==> src/rtl/alu_seq.sv <==
// Handshaked RV32I/M execute-stage ALU: base ops in one cycle, M ops by iterative shift-add / restoring divide.
// Define ALU_SEQ_FAST_MUL_EN to replace the iterative multiply with a single-cycle combinational multiplier.
module alu_seq #(
  parameter int DATA_WIDTH = 32,
  parameter int OP_WIDTH   = 5,
  parameter int CNT_WIDTH  = $clog2(DATA_WIDTH) + 1
) (
  input  logic                  clk,
  input  logic                  rst_n,
  input  logic                  flush,
  input  logic                  in_valid,
  output logic                  in_ready,
  input  logic [OP_WIDTH-1:0]   op,
  input  logic [DATA_WIDTH-1:0] src_a,
  input  logic [DATA_WIDTH-1:0] src_b,
  output logic                  out_valid,
  input  logic                  out_ready,
  output logic [DATA_WIDTH-1:0] result,
  output logic                  zero,
  output logic                  busy
);
  localparam int W   = DATA_WIDTH;
  localparam int SHW = $clog2(DATA_WIDTH);

  localparam logic [OP_WIDTH-1:0] OP_ADD    = OP_WIDTH'(5'b00000);
  localparam logic [OP_WIDTH-1:0] OP_SUB    = OP_WIDTH'(5'b00001);
  localparam logic [OP_WIDTH-1:0] OP_SLL    = OP_WIDTH'(5'b00010);
  localparam logic [OP_WIDTH-1:0] OP_SLT    = OP_WIDTH'(5'b00011);
  localparam logic [OP_WIDTH-1:0] OP_SLTU   = OP_WIDTH'(5'b00100);
  localparam logic [OP_WIDTH-1:0] OP_XOR    = OP_WIDTH'(5'b00101);
  localparam logic [OP_WIDTH-1:0] OP_SRL    = OP_WIDTH'(5'b00110);
  localparam logic [OP_WIDTH-1:0] OP_SRA    = OP_WIDTH'(5'b00111);
  localparam logic [OP_WIDTH-1:0] OP_OR     = OP_WIDTH'(5'b01000);
  localparam logic [OP_WIDTH-1:0] OP_AND    = OP_WIDTH'(5'b01001);
  localparam logic [OP_WIDTH-1:0] OP_MUL    = OP_WIDTH'(5'b10000);
  localparam logic [OP_WIDTH-1:0] OP_MULH   = OP_WIDTH'(5'b10001);
  localparam logic [OP_WIDTH-1:0] OP_MULHSU = OP_WIDTH'(5'b10010);
  localparam logic [OP_WIDTH-1:0] OP_DIV    = OP_WIDTH'(5'b10100);
  localparam logic [OP_WIDTH-1:0] OP_REM    = OP_WIDTH'(5'b10110);
  localparam logic [OP_WIDTH-1:0] OP_REMU   = OP_WIDTH'(5'b10111);

  // Handshake: a transfer happens on a rising edge where valid && ready are both high;
  // flush overrides both sides and kills whatever is held or in progress.
  typedef enum logic [1:0] {IDLE, CALC, DONE} state_t;
  state_t state, state_next;

  logic [W-1:0]         hi_q, lo_q, opd_q;
  logic [CNT_WIDTH-1:0] cnt_q;
  logic                 is_div_q, neg_q, mul_lo_q, rem_q;

  logic                 accept, is_m, is_div_op, a_signed, b_signed, a_neg, b_neg;
  logic                 div_by_zero, div_ovf, go_calc, neg_in;
  logic [W-1:0]         a_mag, b_mag, base_res, imm_res;
  logic [SHW-1:0]       shamt;

  assign accept   = (state == IDLE) && in_valid && !flush;
  assign in_ready = (state == IDLE);
  assign busy     = (state == CALC);
  assign out_valid = (state == DONE);

  // Accept-time decode: operand magnitudes, result sign and early-exit division cases
  always_comb begin
    is_m        = (op >= OP_MUL) && (op <= OP_REMU);
    is_div_op   = is_m && op[2];
    a_signed    = (op == OP_MULH) || (op == OP_MULHSU) || (op == OP_DIV) || (op == OP_REM);
    b_signed    = (op == OP_MULH) || (op == OP_DIV) || (op == OP_REM);
    a_neg       = a_signed && src_a[W-1];
    b_neg       = b_signed && src_b[W-1];
    a_mag       = a_neg ? -src_a : src_a;
    b_mag       = b_neg ? -src_b : src_b;
    neg_in      = (is_div_op && op[1]) ? a_neg : (a_neg ^ b_neg);
    div_by_zero = (src_b == '0);
    div_ovf     = ((op == OP_DIV) || (op == OP_REM)) &&
                  (src_a == {1'b1, {(W-1){1'b0}}}) && (src_b == '1);
`ifdef ALU_SEQ_FAST_MUL_EN
    go_calc     = is_div_op && !div_by_zero && !div_ovf;
`else
    go_calc     = is_m && !(is_div_op && (div_by_zero || div_ovf));
`endif
  end

  always_comb begin
    shamt    = src_b[SHW-1:0];
    base_res = '0;
    case (op)
      OP_ADD:  base_res = src_a + src_b;
      OP_SUB:  base_res = src_a - src_b;
      OP_SLL:  base_res = src_a << shamt;
      OP_SLT:  base_res[0] = $signed(src_a) < $signed(src_b);
      OP_SLTU: base_res[0] = src_a < src_b;
      OP_XOR:  base_res = src_a ^ src_b;
      OP_SRL:  base_res = src_a >> shamt;
      OP_SRA:  base_res = $unsigned($signed(src_a) >>> shamt);
      OP_OR:   base_res = src_a | src_b;
      OP_AND:  base_res = src_a & src_b;
      default: base_res = '0;
    endcase
  end

`ifdef ALU_SEQ_FAST_MUL_EN
  logic signed [2*W-1:0] fast_a, fast_b, fast_p;
  always_comb begin
    fast_a = {{W{a_neg}}, src_a};
    fast_b = {{W{b_neg}}, src_b};
    fast_p = fast_a * fast_b;
  end
`endif

  always_comb begin
    imm_res = base_res;
    if (is_div_op) begin
      if (div_by_zero) imm_res = op[1] ? src_a : '1;
      else             imm_res = op[1] ? '0 : src_a;
    end
`ifdef ALU_SEQ_FAST_MUL_EN
    else if (is_m) begin
      imm_res = (op[1:0] == 2'b00) ? fast_p[W-1:0] : fast_p[2*W-1:W];
    end
`endif
  end

  // One iteration: mul adds the multiplicand into the high half then shifts right;
  // div shifts the next dividend bit into the partial remainder and trial-subtracts.
  logic [W:0]     mul_sum, div_sh;
  logic [W-1:0]   div_diff, hi_n, lo_n, fin_res;
  logic [2*W-1:0] prod;
  logic           div_ge;

  always_comb begin
    mul_sum  = {1'b0, hi_q} + (lo_q[0] ? {1'b0, opd_q} : '0);
    div_sh   = {hi_q, lo_q[W-1]};
    div_ge   = div_sh >= {1'b0, opd_q};
    div_diff = div_sh[W-1:0] - opd_q;
    if (is_div_q) begin
      hi_n = div_ge ? div_diff : div_sh[W-1:0];
      lo_n = {lo_q[W-2:0], div_ge};
    end else begin
      hi_n = mul_sum[W:1];
      lo_n = {mul_sum[0], lo_q[W-1:1]};
    end
    prod = neg_q ? -{hi_n, lo_n} : {hi_n, lo_n};
    if (is_div_q) begin
      if (rem_q) fin_res = neg_q ? -hi_n : hi_n;
      else       fin_res = neg_q ? -lo_n : lo_n;
    end else begin
      fin_res = mul_lo_q ? prod[W-1:0] : prod[2*W-1:W];
    end
  end

  always_comb begin
    state_next = state;
    case (state)
      IDLE: if (accept) state_next = go_calc ? CALC : DONE;
      CALC: begin
        if (flush)                         state_next = IDLE;
        else if (cnt_q == CNT_WIDTH'(1))   state_next = DONE;
      end
      DONE: if (flush || out_ready) state_next = IDLE;
      default: state_next = IDLE;
    endcase
  end

  always_ff @(posedge clk or negedge rst_n) begin
    if (!rst_n) state <= IDLE;
    else        state <= state_next;
  end

  always_ff @(posedge clk or negedge rst_n) begin
    if (!rst_n) begin
      hi_q     <= '0;
      lo_q     <= '0;
      opd_q    <= '0;
      cnt_q    <= '0;
      is_div_q <= 1'b0;
      neg_q    <= 1'b0;
      mul_lo_q <= 1'b0;
      rem_q    <= 1'b0;
      result   <= '0;
      zero     <= 1'b0;
    end else if (accept) begin
      hi_q     <= '0;
      lo_q     <= is_div_op ? a_mag : b_mag;
      opd_q    <= is_div_op ? b_mag : a_mag;
      cnt_q    <= CNT_WIDTH'(DATA_WIDTH);
      is_div_q <= is_div_op;
      neg_q    <= neg_in;
      mul_lo_q <= (op[1:0] == 2'b00);
      rem_q    <= op[1];
      if (!go_calc) begin
        result <= imm_res;
        zero   <= (imm_res == '0);
      end
    end else if (state == CALC && !flush) begin
      hi_q  <= hi_n;
      lo_q  <= lo_n;
      cnt_q <= cnt_q - CNT_WIDTH'(1);
      if (cnt_q == CNT_WIDTH'(1)) begin
        result <= fin_res;
        zero   <= (fin_res == '0);
      end
    end
  end
endmodule

==> config.mk <==
export PLATFORM = sky130hd
export DESIGN_NAME = alu_seq
export DESIGN_NICKNAME = d
export VERILOG_FILES = /design/src/rtl/alu_seq.sv
export SDC_FILE = /design/constraint.sdc
export NUM_CORES = 1
export LEC_CHECK = 0
export ABC_AREA = 0
export BUFFER_PORTS_ARGS = -buffer_cell sky130_fd_sc_hd__buf_4
export CAP_MARGIN = 25
export CORE_UTILIZATION = 36
export CTS_CLUSTER_SIZE = 28
export DETAILED_ROUTE_END_ITERATION = 10
export SYNTH_ARGS = -nofsm -noshare
export SYNTH_HDL_FRONTEND = slang
export SYNTH_SLANG_ARGS = --single-unit
==> constraint.sdc <==
create_clock -name clk -period 8.4 [get_ports clk]
set_clock_uncertainty 0.2 [all_clocks]
set_input_delay 1.26 -clock clk [delete_from_list [all_inputs] [get_ports clk]]
set_output_delay 1.26 -clock clk [all_outputs]
set_load 0.03 [all_outputs]
## After elaboration in Yosys (flattened, before gate mapping)

Cells that the tools add are included.

| cells by class | value |
|---|---|
| multiplexer cells | 41 |
| reduce and logical (&&, ||, !) cells | 32 |
| bitwise operators | 4 |
| shift operators | 3 |
| eq/ne operators | 22 |
| $lt $le $gt $ge | 5 |
| add/subtract/negate cells | 10 |

Operator list:

| cell | count |
|---|---|
| $mux W32 | 25 |
| $pmux W31 S8 | 1 |
| $neg A32 Y32 | 4 |
| $logic_not A32 Y1 | 3 |
| $eq A32 B32 Y1 const B | 2 |
| $lt A32 B32 Y1 | 2 |
| $mux W64 | 1 |
| $neg A64 Y64 | 1 |
| $sub A32 B32 Y32 | 2 |
| $add A32 B32 Y33 | 1 |
| $ge A33 B32 Y1 | 1 |
| $add A32 B32 Y32 | 1 |
| $and A32 B32 Y32 | 1 |
| $or A32 B32 Y32 | 1 |
| $shl A32 B5 Y32 | 1 |
| $shr A32 B5 Y32 | 1 |
| $sshr A32 B5 Y32 | 1 |
| $xor A32 B32 Y32 | 1 |
| $eq A5 B3 Y1 const B | 4 |
| $eq A5 B5 Y1 const B | 4 |
| $logic_and A1 B1 Y1 | 12 |
| $mux W6 | 2 |
| $eq A5 B2 Y1 const B | 2 |
| $eq A5 B4 Y1 const B | 2 |
| other kinds (21) | 41 |

| word-level totals | value |
|---|---|
| bits in registers | 141 |
| input port bits | 74 |

## Longest topological paths before layout

| logic depth | value |
|---|---|
| word-level depth | 11 |
| depth in mapped cells | 28 |
| depth with buffers taken out | 24 |

## Worst setup path after synthesis

Ideal clock, no wire load.

| timing path | value |
|---|---|
| kind | input -> register |
| start | input port src_b[2] |
| end | register zero |
| path buffers | 5 |
| required time | 8.114 ns |
| stages | 21 |
| setup slack | 1.457 ns |
| arrival time | 6.658 ns |
| cell sequence | inv_2 > buf_1 > clkbuf_1 > clkbuf_1 > buf_1 > ha_1 > clkbuf_1 > a211o_1 > a2111oi_1 > o31ai_1 > a31oi_1 > o31ai_1 > a311oi_1 > nor2_1 > a211o_1 > a2111oi_0 > nor2b_1 > and4b_1 > and4b_1 > nand4b_1 > o221ai_2 |

| between the ends | value |
|---|---|
| longest elaborated chain between the ends | 8 |
| elaborated cells on any way between the ends | 26 |
| classes of those cells | add/sub (2); order compare (2); eq/ne (2); shift (3); mux (6); bitwise (3); reduce/logical (8) |

Ends and longest elaborated chain:

| element | RTL line | source |
|---|---|---|
| start: declaration | 15 | `input logic [DATA_WIDTH-1:0] src_b,` |
| branches (longest 8 deep; another with $sub A32 B32 Y32) | -- |  |
| end signal: assignment | 191 | `zero <= (imm_res == '0);` |
| end signal: assignment | 199 | `zero <= (fin_res == '0);` |
| end: declaration | 19 | `output logic zero,` |

Several ways; the timed one is not identified. The select of a mux whose other input is x is not followed.
A chain may end at the register's enable or synchronous reset.

## Worst setup path in the final report

| timing path | value |
|---|---|
| start | register hi_q[25] |
| end | register zero |

| between the ends | value |
|---|---|
| longest elaborated chain between the ends | 11 |
| elaborated cells on any way between the ends | 19 |
| classes of those cells | add/sub (5); order compare (1); mux (12); reduce/logical (1) |

Ends and longest elaborated chain:

| element | RTL line | source |
|---|---|---|
| start: declaration | 47 | `logic [W-1:0] hi_q, lo_q, opd_q;` |
| start signal: assignment | 194 | `hi_q <= hi_n;` |
| $sub A32 B32 Y32 / $ge A33 B32 Y1 (equally long branches) | 133, 132 |  |
| $mux W32 | 135 | `hi_n = div_ge ? div_diff : div_sh[W-1:0];` |
| $mux W32 | 134 | `if (is_div_q) begin` |
| $neg A64 Y64 / $neg A32 Y32 (equally long branches) | 141, 143 |  |
| $mux W64 / $mux W32 (equally long branches) | 141, 143 |  |
| $mux W32 (on tied branches) | 146, 143 |  |
| $mux W32 (*) | 142 | `if (is_div_q) begin` |
| $logic_not A32 Y1 (*) | 199 |  |
| $mux W1 (*) | 197 | `if (cnt_q == CNT_WIDTH'(1)) begin` |
| $mux W1 (*) | 193 | `end else if (state == CALC && !flush) begin` |
| $mux W1 (*) | 180 | `end else if (accept) begin` |

Mark *: on every way between the ends. The rest lies on a longest branch, timed or not. The select of a mux whose other input is x is not followed.

==> flow_summary_export.csv <==
group,metric,value,unit
global_route,grt_first_pass_wirelength,184000,um
status,status,"finished clean",
detailed_routing,ant_nets,0,
worst_setup_path,cp_max_fo,9,
sta,whs,0.3102,ns
flow_run,max_cap_violations,0,
floorplanning,pin_count,110,
logic_synthesis,synth_top_flop_cell,"dfrtp_1",
logic_synthesis,synth_edf_count,0,
power_and_ir_drop,power.density,158.9,mW/mm^2
floorplanning,rows,98,
cts,insertion_delay,0.46,ns
min_path,hold_start,"result[21]",
cts,cts_max_path_buffers,2,
sta,fmax,128.1,MHz
sta,hold_viol_final,0,
global_route,antenna_found_initial,3,
finish,area_growth,7.829,%
logic_synthesis,ys_seq_area_frac,0.1347,
worst_setup_path,reg2reg_depth,22,
sta,maxSlewHeadroom,0.09933,
cts,post_cts_buffers,0,
logic_synthesis,yosys_warnings,0,
logic_synthesis,synthCells,3614,
finish,diodes,0,
worst_setup_path,cp-end-kind,"flop",
logic_synthesis,post_synth_num_cell_types,126,
worst_setup_path,crit_type,"flop to flop",
worst_setup_path,r2r-start,"hi_q[25]",
sta,period_share,0.9292,
global_route,grt_overflow_total,0,
sta,fin_tns_setup,0,ns
global_route,grt_max_degree,95,
worst_setup_path,start_kind,"flop",
worst_setup_path,reg2reg_to,"zero",
floorplanning,coreArea,0.07173,mm^2
worst_setup_path,reg2reg_slack,0.59,ns
sta,grt_setup_unrepaired,"false",
global_route,gr-usage-all-layers,0.3288,
finish,fin_nets,3780,
placed_design,port_buffers,109,
detailed_routing,drtIter0Drc,3511,
finish,finish.utilization,0.3937,
worst_setup_path,startpoint,"hi_q[25]",
worst_setup_path,crit_required,8.58,ns
cts,ctsResizeCount,0,
cts,clockRootBuffer,"clkbuf_16",
floorplanning,start_util,0.3651,
min_path,min_to,"result[21]",
detailed_routing,num_vias,29760,
logic_synthesis,syn_avg_cell_area,7.248,um^2
floorplanning,die_h,271.7,um
logic_synthesis,synth_fp_nets,3860,
placed_design,hpwlAfterDp,96560,um
cts,cts_buffers,17,
sta,setup_viol,0,
detailed_routing,first_pass_iters,6,
floorplanning,dieWidth,271.7,um
sta,worst_slew_pin_slew,1.351,ns
detailed_routing,drc,0,
detailed_routing,routed_via_density,6.617,
power_and_ir_drop,vdd_ir_drop_max,0.0001286,V
logic_synthesis,ys_ff_latch,141,
detailed_routing,wl_per_cell,27.83,um
floorplanning,die_area,0.07384,mm^2
sta,period_minus_slack,7.806,ns
cts,clkTransAtPathRegs,0.07,ns
finish,layout-drive-gt1-share,0.1128,
sta,slew_viol_final,0,
cts,clock_sinks,141,
logic_synthesis,ys_async_sr_fraction,1.000,
power_and_ir_drop,leakage,11.07,nW
cts,tritoncts,"yes",
logic_synthesis,synth_area,0.02619,mm^2
cts,postCtsHoldBufs,0,
cts,htreeDepth,4,
min_path,worstHoldPathType,"flop to flop",
worst_setup_path,worst_ep_arrival_time,7.99,ns
min_path,hold_depth,1,
global_route,grt_pass1_vias,27720,
detailed_routing,routed_wl,125200,um
placed_design,gp_congestion,1.075,
[power by group]
group / switching, mW / internal (mW)
combinational: 1.82 / 0.927
clock: 0.361 / 0.437
sequential: 0.137 / 0.805
total: 2.32 / 2.17
[cell usage after synthesis, types with 64 or more instances]
library cell	instances	area, um^2
o21ai_0	302	1511
mux2i_1	84	840.8
a21oi_1	295	1476
nor2_1	371	1393
clkbuf_1	188	705.7
o211ai_1	121	908.4
nor3_1	101	505.5
dfrtp_1	141	3528
xnor2_1	120	1051
nand2_1	347	1303
inv_1	166	623.1
ha_1	168	2102
mux4_2	64	1441
[state kept, by name, summed over array words and instances, names as in the netlist]
name and count:
hi_q 32, state 2, result 32, zero 1, mul_lo_q 1, cnt_q 6, rem_q 1, opd_q 32
neg_q 1, lo_q 32, is_div_q 1
[cell type report]
type | instances | area [um^2]
clock buffers | 19 | 452.9
clock inverters | 13 | 143.9
fillers | 7626 | 43490
inverters | 171 | 641.9
multi-input cells | 3026 | 20940
flip-flops and latches | 141 | 3533
well taps | 950 | 1189
repair buffers | 177 | 1344
[how the worst max path moves through the flow]
stage	endpoint	slack [ns]	cells after the start
after floorplan	zero	1.46	21
after global placement	zero	0.85	22
after detailed placement	zero	0.89	22
after CTS	zero	0.84	22
after global routing	zero	0.53	22
final	zero	0.59	22
[routing by layer]
metal / vias up / GRT usage / wire, um
met5: - / 0 / 0
met4: 0 / 0.1826 / 7748
met3: 357 / 0.04803 / 10420
met2: 1709 / 0.5248 / 56300
met1: 14340 / 0.4243 / 50710
li1: 13350 / - / -
[through the flow]
step / cell area [um^2] / std cells / total power [mW] / worst slack (ns)
6_report: 28240 / 4497 / 4.488 / 0.5944
5_1_grt: 28240 / 4497 / 4.703 / 0.5349
4_1_cts: 28220 / 4494 / 4.413 / 0.8402
3_5_place_dp: 27630 / 4462 / 3.602 / 0.8865
3_3_place_gp: 27630 / 4462 / 3.608 / 0.8477
2_1_floorplan: 26190 / 3614 / 2.683 / 1.457
[worst max-delay path: stages, from the launching register on]
cell and delay, ns:
dfrtp_1 0.43, ha_1 0.40, a21oi_2 0.20, o21ai_1 0.20
o31ai_1 0.80, a21oi_4 0.17, a22oi_2 0.65, a21boi_0 0.37
ha_1 0.30, o21ai_1 0.19, or4_4 0.56, or3_1 0.60
nand2_1 0.19, xnor2_1 0.14, o211a_1 0.17, a221oi_1 0.18
nor3b_1 0.30, nand4_1 0.11, or4_1 0.45, or4b_1 0.54
nor4_2 0.21, nand4_1 0.17, o221ai_2 0.16
[cells by family (layout without fill, tap and decap cells)]
family / Yosys count / count (layout) / synth area share
compound gates: 1261 / 1261 / 0.3240
xor+xnor: 163 / 163 / 0.05450
fa+ha+maj: 183 / 183 / 0.08751
buf+inv: 447 / 380 / 0.06864
flops: 141 / 141 / 0.1347
mux: 177 / 177 / 0.09979
simple gates: 1242 / 1242 / 0.2308
[placed cells by master (no fill, tap or decap), types with 51 or more instances in the layout]
cell	count
ha_1	168
nand2_1	346
nand3_1	60
dfrtp_1	139
a31oi_1	51
mux2i_1	84
xnor2_1	120
o211ai_1	121
and2_1	52
o21ai_0	302
a21oi_1	295
mux4_2	64
nor2_1	369
inv_1	166
nor3_1	96
buf_4	172
Power figures use the tool's default switching activity.
